$ cat src/rtl/change_dispenser_if.sv
// Bus between a sales controller and the change dispenser.
// Master drives the load/tender/cancel controls; slave returns coin and status.
interface change_dispenser_if #(
  parameter int unsigned W = 5
);

  logic         L;
  logic [W-1:0] Due;
  logic         P;
  logic [W-1:0] X;
  logic         C;
  logic         Ready;
  logic [1:0]   Coin;
  logic         CoinValid;
  logic         Paid;
  logic         Refunded;

  modport master (
    output L, Due, P, X, C,
    input  Ready, Coin, CoinValid, Paid, Refunded
  );

  modport slave (
    input  L, Due, P, X, C,
    output Ready, Coin, CoinValid, Paid, Refunded
  );

endinterface

$ cat src/rtl/change_dispenser.sv
// Change dispenser: loads an amount due, accumulates tenders (saturating),
// then pays out change (or a full refund on cancel) one coin per cycle,
// greedy largest-coin first, and pulses Paid or Refunded when finished.
// Build option: define CHANGE_DISPENSER_COIN10_EN to enable the 10-unit coin;
// otherwise only 5- and 1-unit coins are dispensed.
module change_dispenser #(
  parameter int unsigned W = 5
) (
  input logic              Clock,
  input logic              Reset,
  change_dispenser_if.slave bus
);

  localparam logic [2:0] S_IDLE    = 3'd0;
  localparam logic [2:0] S_WAITPAY = 3'd1;
  localparam logic [2:0] S_CHECK   = 3'd2;
  localparam logic [2:0] S_DISP    = 3'd3;
  localparam logic [2:0] S_DONE    = 3'd4;

  localparam logic [W-1:0] AMT_1  = W'(1);
  localparam logic [W-1:0] AMT_5  = W'(5);
  localparam logic [W-1:0] AMT_10 = W'(10);

  localparam logic [1:0] COIN_1  = 2'd0;
  localparam logic [1:0] COIN_5  = 2'd1;
  localparam logic [1:0] COIN_10 = 2'd2;

`ifdef CHANGE_DISPENSER_COIN10_EN
  localparam bit COIN10_EN = 1'b1;
`else
  localparam bit COIN10_EN = 1'b0;
`endif

  logic [2:0]   state, state_d;
  logic [W-1:0] dreg, dreg_d;
  logic [W-1:0] preg, preg_d;
  logic [W-1:0] creg, creg_d;
  logic         rf, rf_d;

  logic [W:0]   pay_sum;
  logic [W-1:0] pay_sat;

  logic         ready_c;
  logic [1:0]   coin_c;
  logic         coin_valid_c;
  logic         paid_c;
  logic         refunded_c;

  // Saturating accumulation of the tendered amount.
  assign pay_sum = {1'b0, preg} + {1'b0, bus.X};
  assign pay_sat = pay_sum[W] ? '1 : pay_sum[W-1:0];

  // State and datapath registers; reset wins over every other input.
  always_ff @(posedge Clock) begin
    if (Reset) begin
      state <= S_IDLE;
      dreg  <= '0;
      preg  <= '0;
      creg  <= '0;
      rf    <= 1'b0;
    end else begin
      state <= state_d;
      dreg  <= dreg_d;
      preg  <= preg_d;
      creg  <= creg_d;
      rf    <= rf_d;
    end
  end

  // Next-state, datapath update and Moore-decoded outputs.
  always_comb begin
    state_d      = state;
    dreg_d       = dreg;
    preg_d       = preg;
    creg_d       = creg;
    rf_d         = rf;
    ready_c      = 1'b0;
    coin_c       = COIN_1;
    coin_valid_c = 1'b0;
    paid_c       = 1'b0;
    refunded_c   = 1'b0;

    case (state)
      S_IDLE: begin
        ready_c = 1'b1;
        if (bus.L) begin
          dreg_d  = bus.Due;
          preg_d  = '0;
          rf_d    = 1'b0;
          state_d = S_WAITPAY;
        end
      end

      S_WAITPAY: begin
        if (bus.C) begin
          creg_d  = preg;
          rf_d    = 1'b1;
          state_d = S_DISP;
        end else if (bus.P) begin
          preg_d  = pay_sat;
          state_d = S_CHECK;
        end
      end

      S_CHECK: begin
        if (preg >= dreg) begin
          creg_d  = preg - dreg;
          state_d = S_DISP;
        end else begin
          state_d = S_WAITPAY;
        end
      end

      S_DISP: begin
        if (creg != '0) begin
          coin_valid_c = 1'b1;
          if (COIN10_EN && (creg >= AMT_10)) begin
            coin_c = COIN_10;
            creg_d = creg - AMT_10;
          end else if (creg >= AMT_5) begin
            coin_c = COIN_5;
            creg_d = creg - AMT_5;
          end else begin
            coin_c = COIN_1;
            creg_d = creg - AMT_1;
          end
        end else begin
          state_d = S_DONE;
        end
      end

      S_DONE: begin
        paid_c     = ~rf;
        refunded_c = rf;
        state_d    = S_IDLE;
      end

      default: begin
        state_d = S_IDLE;
      end
    endcase
  end

  // Status and coin outputs are decoded from the current state.
  assign bus.Ready     = ready_c;
  assign bus.Coin      = coin_c;
  assign bus.CoinValid = coin_valid_c;
  assign bus.Paid      = paid_c;
  assign bus.Refunded  = refunded_c;

endmodule

$ cat src/flat_wrapper.sv
// flat-port wrapper written by rule: the top's interface ports become plain ports
module change_dispenser_flat 
#(
  parameter int unsigned W = 5
)
  (Clock, Reset, bus_L, bus_Due, bus_P, bus_X, bus_C, bus_Ready, bus_Coin, bus_CoinValid, bus_Paid, bus_Refunded);
  change_dispenser_if #(.W(W)) bus_i ();
  input logic Clock;
  input logic Reset;
  input wire logic [$bits(bus_i.L)-1:0] bus_L;
  input wire logic [$bits(bus_i.Due)-1:0] bus_Due;
  input wire logic [$bits(bus_i.P)-1:0] bus_P;
  input wire logic [$bits(bus_i.X)-1:0] bus_X;
  input wire logic [$bits(bus_i.C)-1:0] bus_C;
  output wire logic [$bits(bus_i.Ready)-1:0] bus_Ready;
  output wire logic [$bits(bus_i.Coin)-1:0] bus_Coin;
  output wire logic [$bits(bus_i.CoinValid)-1:0] bus_CoinValid;
  output wire logic [$bits(bus_i.Paid)-1:0] bus_Paid;
  output wire logic [$bits(bus_i.Refunded)-1:0] bus_Refunded;
  assign bus_i.L = bus_L;
  assign bus_i.Due = bus_Due;
  assign bus_i.P = bus_P;
  assign bus_i.X = bus_X;
  assign bus_i.C = bus_C;
  assign bus_Ready = bus_i.Ready;
  assign bus_Coin = bus_i.Coin;
  assign bus_CoinValid = bus_i.CoinValid;
  assign bus_Paid = bus_i.Paid;
  assign bus_Refunded = bus_i.Refunded;
  change_dispenser #(.W(W)) u_core (.Clock(Clock), .Reset(Reset), .bus(bus_i));
endmodule
$ cat config.mk
export PLATFORM = sky130hd
export DESIGN_NAME = change_dispenser_flat
export DESIGN_NICKNAME = d
export VERILOG_FILES = /design/src/rtl/change_dispenser_if.sv /design/src/rtl/change_dispenser.sv /design/src/flat_wrapper.sv
export SDC_FILE = /design/constraint.sdc
export NUM_CORES = 1
export LEC_CHECK = 0
export BUFFER_PORTS_ARGS = -buffer_cell sky130_fd_sc_hd__buf_4
export CAP_MARGIN = 15
export CORE_UTILIZATION = 40
export CTS_CLUSTER_DIAMETER = 120
export CTS_CLUSTER_SIZE = 16
export DETAILED_ROUTE_END_ITERATION = 12
export HOLD_SLACK_MARGIN = 0.1
export PLACE_DENSITY = 0.61
export RECOVER_POWER = 50
export SLEW_MARGIN = 15
export SYNTH_ARGS = -nofsm -noshare
export SYNTH_HDL_FRONTEND = slang
export SYNTH_SLANG_ARGS = --single-unit
$ cat constraint.sdc
create_clock -name Clock -period 2.35 [get_ports Clock]
set_input_delay 0 -clock Clock [delete_from_list [all_inputs] [get_ports Clock]]
set_output_delay 0 -clock Clock [all_outputs]
set_load 0.05 [all_outputs]
==> impl_metrics.env, run 1 <==
export IMPL_drive_gt1_frac=0.131
export IMPL_crit_type="reg -> reg"
export IMPL_synth_ff_type="dfxtp_1"
export IMPL_rsz0062_at_grt="false"
export IMPL_vias=1456
export IMPL_syn_area_sq_mm=0.00151
export IMPL_yosysWarnings=0
export IMPL_viasPerCell=5.45
export IMPL_utilization=0.531
export IMPL_slew_viol_final=0
export IMPL_start_kind="register"
export IMPL_drcViolationCount=0
export IMPL_portBuffers=19
export IMPL_p_int_mw=0.635
export IMPL_peakVddDrop_uv=225
export IMPL_cts_inserted_buffers=3
export IMPL_tightestPinTransition_ns=0.603
export IMPL_die_w_um=63.4
export IMPL_hold_viol=0
export IMPL_clkTransAtPathRegs_ns=0.08
export IMPL_worstPathMaxFanout=6
export IMPL_fin_setup_tns_ns=0
export IMPL_async_reset_ff_frac=0
export IMPL_synthCells=192
export IMPL_synth_area_top_cells="dfxtp_1 (25%), ha_1 (11%), nor2_1 (5.2%)"
export IMPL_start_util=0.435
export IMPL_post_cts_setup_buffers=0
export IMPL_cp_arrival_ns=2.20
export IMPL_fin_crit_sh=0.872
export IMPL_clock_latency_ns=0.26
export IMPL_cts_path_max_buffers=2
export IMPL_synth_top_area_frac=0.252
export IMPL_stdcell_count=267
export IMPL_worst_slack_ns=0.300
export IMPL_globalRoute_totalOverflow=0
export IMPL_final_cell_mix="nor2_1 (21), dfxtp_1 (19), buf_4 (16)"
export IMPL_ys_ff_latch=19
export IMPL_combPwrFrac=0.381
export IMPL_place_ws_ns=0.313
export IMPL_synth_edf_count=0
export IMPL_drt_total_wl_mm=3.72
export IMPL_clock_skew_ns=0.00666
export IMPL_required_ns=2.50
export IMPL_place_hpwl_mm=2.87
export IMPL_mostFrequentLayoutCell="nor2_1"
export IMPL_nFillCells=351
export IMPL_status="complete, no violations"
export IMPL_seqPwrFrac=0.387
export IMPL_dr_pass1_iters=4
export IMPL_antenna_found_initial=0
export IMPL_dieArea_sq_mm=0.00403
export IMPL_drt_iter0_markers=73
export IMPL_syn_nets=222
export IMPL_critPathCaptureType="register"
export IMPL_fmax_mhz=488
export IMPL_io_pins=21
export IMPL_cellPowerDensity_mw_per_mm2=546
export IMPL_fp_row_count=21
export IMPL_worstHoldPathType="in -> reg"
export IMPL_wl_per_cell_um=13.9
export IMPL_setup_violations=0
export IMPL_finalCriticalPeriod_ns=2.05
export IMPL_cts_root_buffer="clkbuf_8"
export IMPL_nets=252
export IMPL_htree_levels=1
export IMPL_ctsResizeCount=0
export IMPL_slew_limit_headroom=0.600
export IMPL_cts_tree="built"
export IMPL_syn_avg_cell_area_sq_um=7.87
export IMPL_p_sw_mw=0.371
export IMPL_grt_pass1_wl_mm=6.64
export IMPL_die_y_um=63.4
export IMPL_grt_pass1_vias=1464
export IMPL_area_growth_pct=22.0
export IMPL_final_antenna_net_count=0
export IMPL_p_leak_nw=0.765
export IMPL_grt_total_usage=0.204
export IMPL_grt_max_degree=19
export IMPL_clock_sinks=19
export IMPL_diodes=0
export IMPL_gp_congestion=0.806
export IMPL_hold_ws_ns=0.135
export IMPL_synth_distinct_cells=56
export IMPL_core_area_sq_mm=0.00347
export IMPL_cap_viol_max_count=0
export IMPL_swShare=0.369
export IMPL_dpl_cell_count=249
export IMPL_ys_seq_area_frac=0.252
export IMPL_synth_top_cell_by_area="dfxtp_1"
export IMPL_clkPwrFrac=0.232
## through the flow
stage               instance area, sq um  total power, mW
floorplan                           1520            0.670
global placement                    1670            0.748
detailed placement                  1670            0.761
CTS                                 1860             1.01
global route                        1840             1.08
finish                              1840             1.01
## per-layer routing
layer / vias to the layer above / wire [um] / track usage
met5: - / 0 / 0
met4: 0 / 42 / 0.0540
met3: 7 / 90 / 0.0236
met2: 28 / 1830 / 0.354
met1: 672 / 1750 / 0.266
li1: 749 / - / -
## flip-flops by register name (all words and copies together) (netlist names)
name and count:
u_core.creg 5, u_core.rf 1, u_core.dreg 5, u_core.state 3, u_core.preg 5
## path summary, 6_finish.rpt
kind	from	endpoint	slack, ns	cells after the start
hold / removal	bus_C	u_core.rf	0.14	4
setup reg to reg	u_core.creg[1]	u_core.creg[2]	0.30	7
hold reg to reg	u_core.preg[0]	u_core.preg[0]	0.49	2
setup / recovery	u_core.creg[1]	u_core.creg[2]	0.30	7
## critical path, cell delays in order, from the launching register on
cell and delay [ns]:
dfxtp_1 0.41, inv_1 0.10, ha_1 0.22, or4b_4 0.51
a2111oi_2 0.36, and3b_1 0.22, nand3_2 0.07, a21oi_2 0.04
## cells in the mapped netlist (3+ instances only)
cell type,count
nor2_1,21
dfxtp_1,19
nand2_1,15
a21oi_1,14
o21ai_0,14
ha_1,13
inv_1,13
nor3_1,8
buf_2,6
nor2b_1,5
o21a_1,4
a2111oi_0,3
nand3_1,3
## layout make-up
class	count	area [sq um]	share of cell area
sequential	19	380	0.207
tap	46	57.6	0.0312
clock buffer	3	41.3	0.0224
multi-input combinational	150	1030	0.559
timing repair buffer	35	279	0.151
clock inverter	1	5.00	0.00272
inverter	13	48.8	0.0265
## cells by family after synthesis
group           synth area share
mux                       0.0133
other cells              0.00248
xor+xnor                  0.0232
flops                      0.252
fa+ha+maj                  0.134
simple gates               0.259
buf+inv                   0.0696
compound gates             0.247
## power groups by stage
stage / combinational, mW / sequential, mW / clock, mW
4_1_cts: 0.388 / 0.389 / 0.237
3_3_place_gp: 0.353 / 0.394 / 0
3_5_place_dp: 0.365 / 0.396 / 0
2_1_floorplan: 0.294 / 0.376 / 0
6_report: 0.384 / 0.389 / 0.233
5_1_grt: 0.433 / 0.393 / 0.253
## what timing repair did
item,CTS,global route
hold endpoints to repair,13,0
hold buffers,14,0
endpoints found under the setup margin,0,0
Power figures use the tool's default switching activity.
==> inputs of run 2 (changes only) <==
Settings changed: ABC_AREA set to 1.
==> run 2 against run 1 <==
  * Die area is 3.0% higher
  * Core utilization is 2.7 points lower
  * Maximum frequency is 18% higher
  * Synthesized area is 3.1% higher
  * Design area is 0.95% higher
==> impl_metrics.env, run 2 <==
export IMPL_p_sw_mw=0.808
export IMPL_syn_nets=272
export IMPL_final_antenna_net_count=0
export IMPL_grt_total_usage=0.167
export IMPL_async_reset_ff_frac=0
export IMPL_drive_gt1_frac=0.133
export IMPL_synth_edf_count=0
export IMPL_synthCells=242
export IMPL_regArea_sq_um=380
export IMPL_die_w_um=64.4
export IMPL_die_y_um=64.4
export IMPL_htree_levels=1
export IMPL_slew_limit_headroom=0.608
export IMPL_cts_tree="built"
export IMPL_critPathCaptureType="register"
export IMPL_ys_seq_area_frac=0.244
export IMPL_fin_setup_tns_ns=0
export IMPL_crit_type="reg -> reg"
export IMPL_clock_sinks=19
export IMPL_syn_avg_cell_area_sq_um=6.44
export IMPL_hold_ws_ns=0.194
export IMPL_worst_slack_ns=0.616
export IMPL_syn_area_sq_mm=0.00156
export IMPL_globalRoute_totalOverflow=0
export IMPL_clkTransAtPathRegs_ns=0.07
export IMPL_place_hpwl_mm=2.55
export IMPL_drt_iter0_markers=39
export IMPL_core_area_sq_mm=0.00369
export IMPL_rsz0062_at_grt="false"
export IMPL_worstPathMaxFanout=6
export IMPL_seqPwrFrac=0.272
export IMPL_dr_pass1_iters=4
export IMPL_fin_crit_sh=0.738
export IMPL_clock_latency_ns=0.26
export IMPL_gp_congestion=0.807
export IMPL_clkPwrFrac=0.136
export IMPL_p_total_mw=1.70
export IMPL_viasPerCell=4.56
export IMPL_wl_per_cell_um=9.98
export IMPL_drcViolationCount=0
export IMPL_nets=302
export IMPL_antenna_found_initial=0
export IMPL_slew_viol_final=0
export IMPL_cp_arrival_ns=1.89
export IMPL_yosysMostFrequentCell="nand2_1"
export IMPL_yosysWarnings=0
export IMPL_cts_root_buffer="clkbuf_8"
export IMPL_cellPowerDensity_mw_per_mm2=912
export IMPL_post_cts_setup_buffers=0
export IMPL_portBuffers=19
export IMPL_reg_top3="u_core.creg: 5 flops, u_core.dreg: 5 flops, u_core.preg: 5 flops"
export IMPL_finalCriticalPeriod_ns=1.73
export IMPL_fmax_mhz=577
export IMPL_clock_skew_ns=0.00336
export IMPL_synth_area_top_cells="dfxtp_1 (24%), nand2_1 (17%), ha_1 (10%)"
export IMPL_final_cell_mix="nand2_1 (69), inv_1 (38), nor2_1 (23)"
export IMPL_p_int_mw=0.888
export IMPL_required_ns=2.51
export IMPL_drt_total_wl_mm=3.18
export IMPL_cap_viol_max_count=0
export IMPL_p_leak_nw=0.950
export IMPL_fp_row_count=22
export IMPL_vias=1454
export IMPL_dieArea_sq_mm=0.00415
export IMPL_synth_top_area_frac=0.244
export IMPL_combPwrFrac=0.593
export IMPL_grt_pass1_vias=1249
export IMPL_synth_ff_type="dfxtp_1"
export IMPL_start_kind="register"
export IMPL_cts_path_max_buffers=2
export IMPL_setup_violations=0
export IMPL_synth_distinct_cells=30
export IMPL_tightestPinTransition_ns=0.591
export IMPL_grt_max_degree=12
export IMPL_ys_ff_latch=19
export IMPL_area_growth_pct=19.4
export IMPL_status="complete, no violations"
export IMPL_multi_input_area_sq_um=1000
export IMPL_swShare=0.476
export IMPL_start_util=0.422
export IMPL_synth_common_cells="nand2_1 (69), inv_1 (38), nor2_1 (23)"
export IMPL_worstHoldPathType="in -> reg"
export IMPL_nFillCells=396
export IMPL_cts_inserted_buffers=3
export IMPL_grt_pass1_wl_mm=5.33
export IMPL_place_ws_ns=0.628
export IMPL_mostFrequentLayoutCell="nand2_1"
export IMPL_hold_viol=0
export IMPL_peakVddDrop_uv=449
export IMPL_diodes=0
export IMPL_io_pins=21
export IMPL_synth_top_cell_by_area="dfxtp_1"
export IMPL_ctsResizeCount=0
[run 2: path summary, 6_finish.rpt]
check                 start              end  slack, ns  cells after the start
max          u_core.preg[4]   u_core.creg[3]       0.62                      9
min                   bus_P  u_core.state[0]       0.19                      6
max reg2reg  u_core.preg[4]   u_core.creg[3]       0.62                      9
min reg2reg  u_core.dreg[2]   u_core.dreg[2]       0.46                      2
[run 2: metal layers]
metal  wire, um  up-vias  track usage
li1           -      817            -
met1       1650      615        0.215
met2       1400       15        0.270
met3         64        7       0.0232
met4         70        0       0.0861
met5          0        -            0
[run 2: power by group through the flow]
stage               combinational (mW)  sequential, mW  clock [mW]
finish                            1.00           0.461       0.230
floorplan                        0.830           0.453           0
detailed placement                1.00           0.469           0
global placement                  1.01           0.468           0
global route                      1.14           0.470       0.254
CTS                               1.02           0.461       0.241
[run 2: what timing repair did]
| action | CTS | global route |
|---|---|---|
| hold endpoints to repair | 14 | 0 |
| hold buffers | 8 | 0 |
| setup endpoints to repair | 0 | 0 |
[run 2: final cells by class]
type	count	area share
repair buffers	27	0.112
clock buffers	4	0.0242
flip-flops and latches	19	0.205
multi-input cells	178	0.538
well taps	48	0.0323
inverters	43	0.0895
[run 2: logic make-up after synthesis]
logic type,Yosys count,synth area share
AOI/OAI and AO/OA,31,0.112
other,1,0.00241
adders and majority gates,15,0.130
and+or+nand+nor,128,0.381
buffers and inverters,45,0.114
xor gates and xnor gates,3,0.0169
DFF,19,0.244
[run 2: critical path, stage by stage, from the launching register on]
cell,delay [ns]
dfxtp_1,0.43
ha_1,0.32
nand2_1,0.09
inv_1,0.05
a21oi_1,0.28
nand4_4,0.17
nand2_4,0.13
nand2_1,0.05
nand2_1,0.05
nor2_1,0.04
[run 2: metrics by stage]
stage                util  cells  area (sq um)
floorplan               -    242          1560
global placement    0.474    307          1750
detailed placement  0.474    307          1750
CTS                 0.508    319          1870
global route        0.504    319          1860
finish              0.504    319          1860
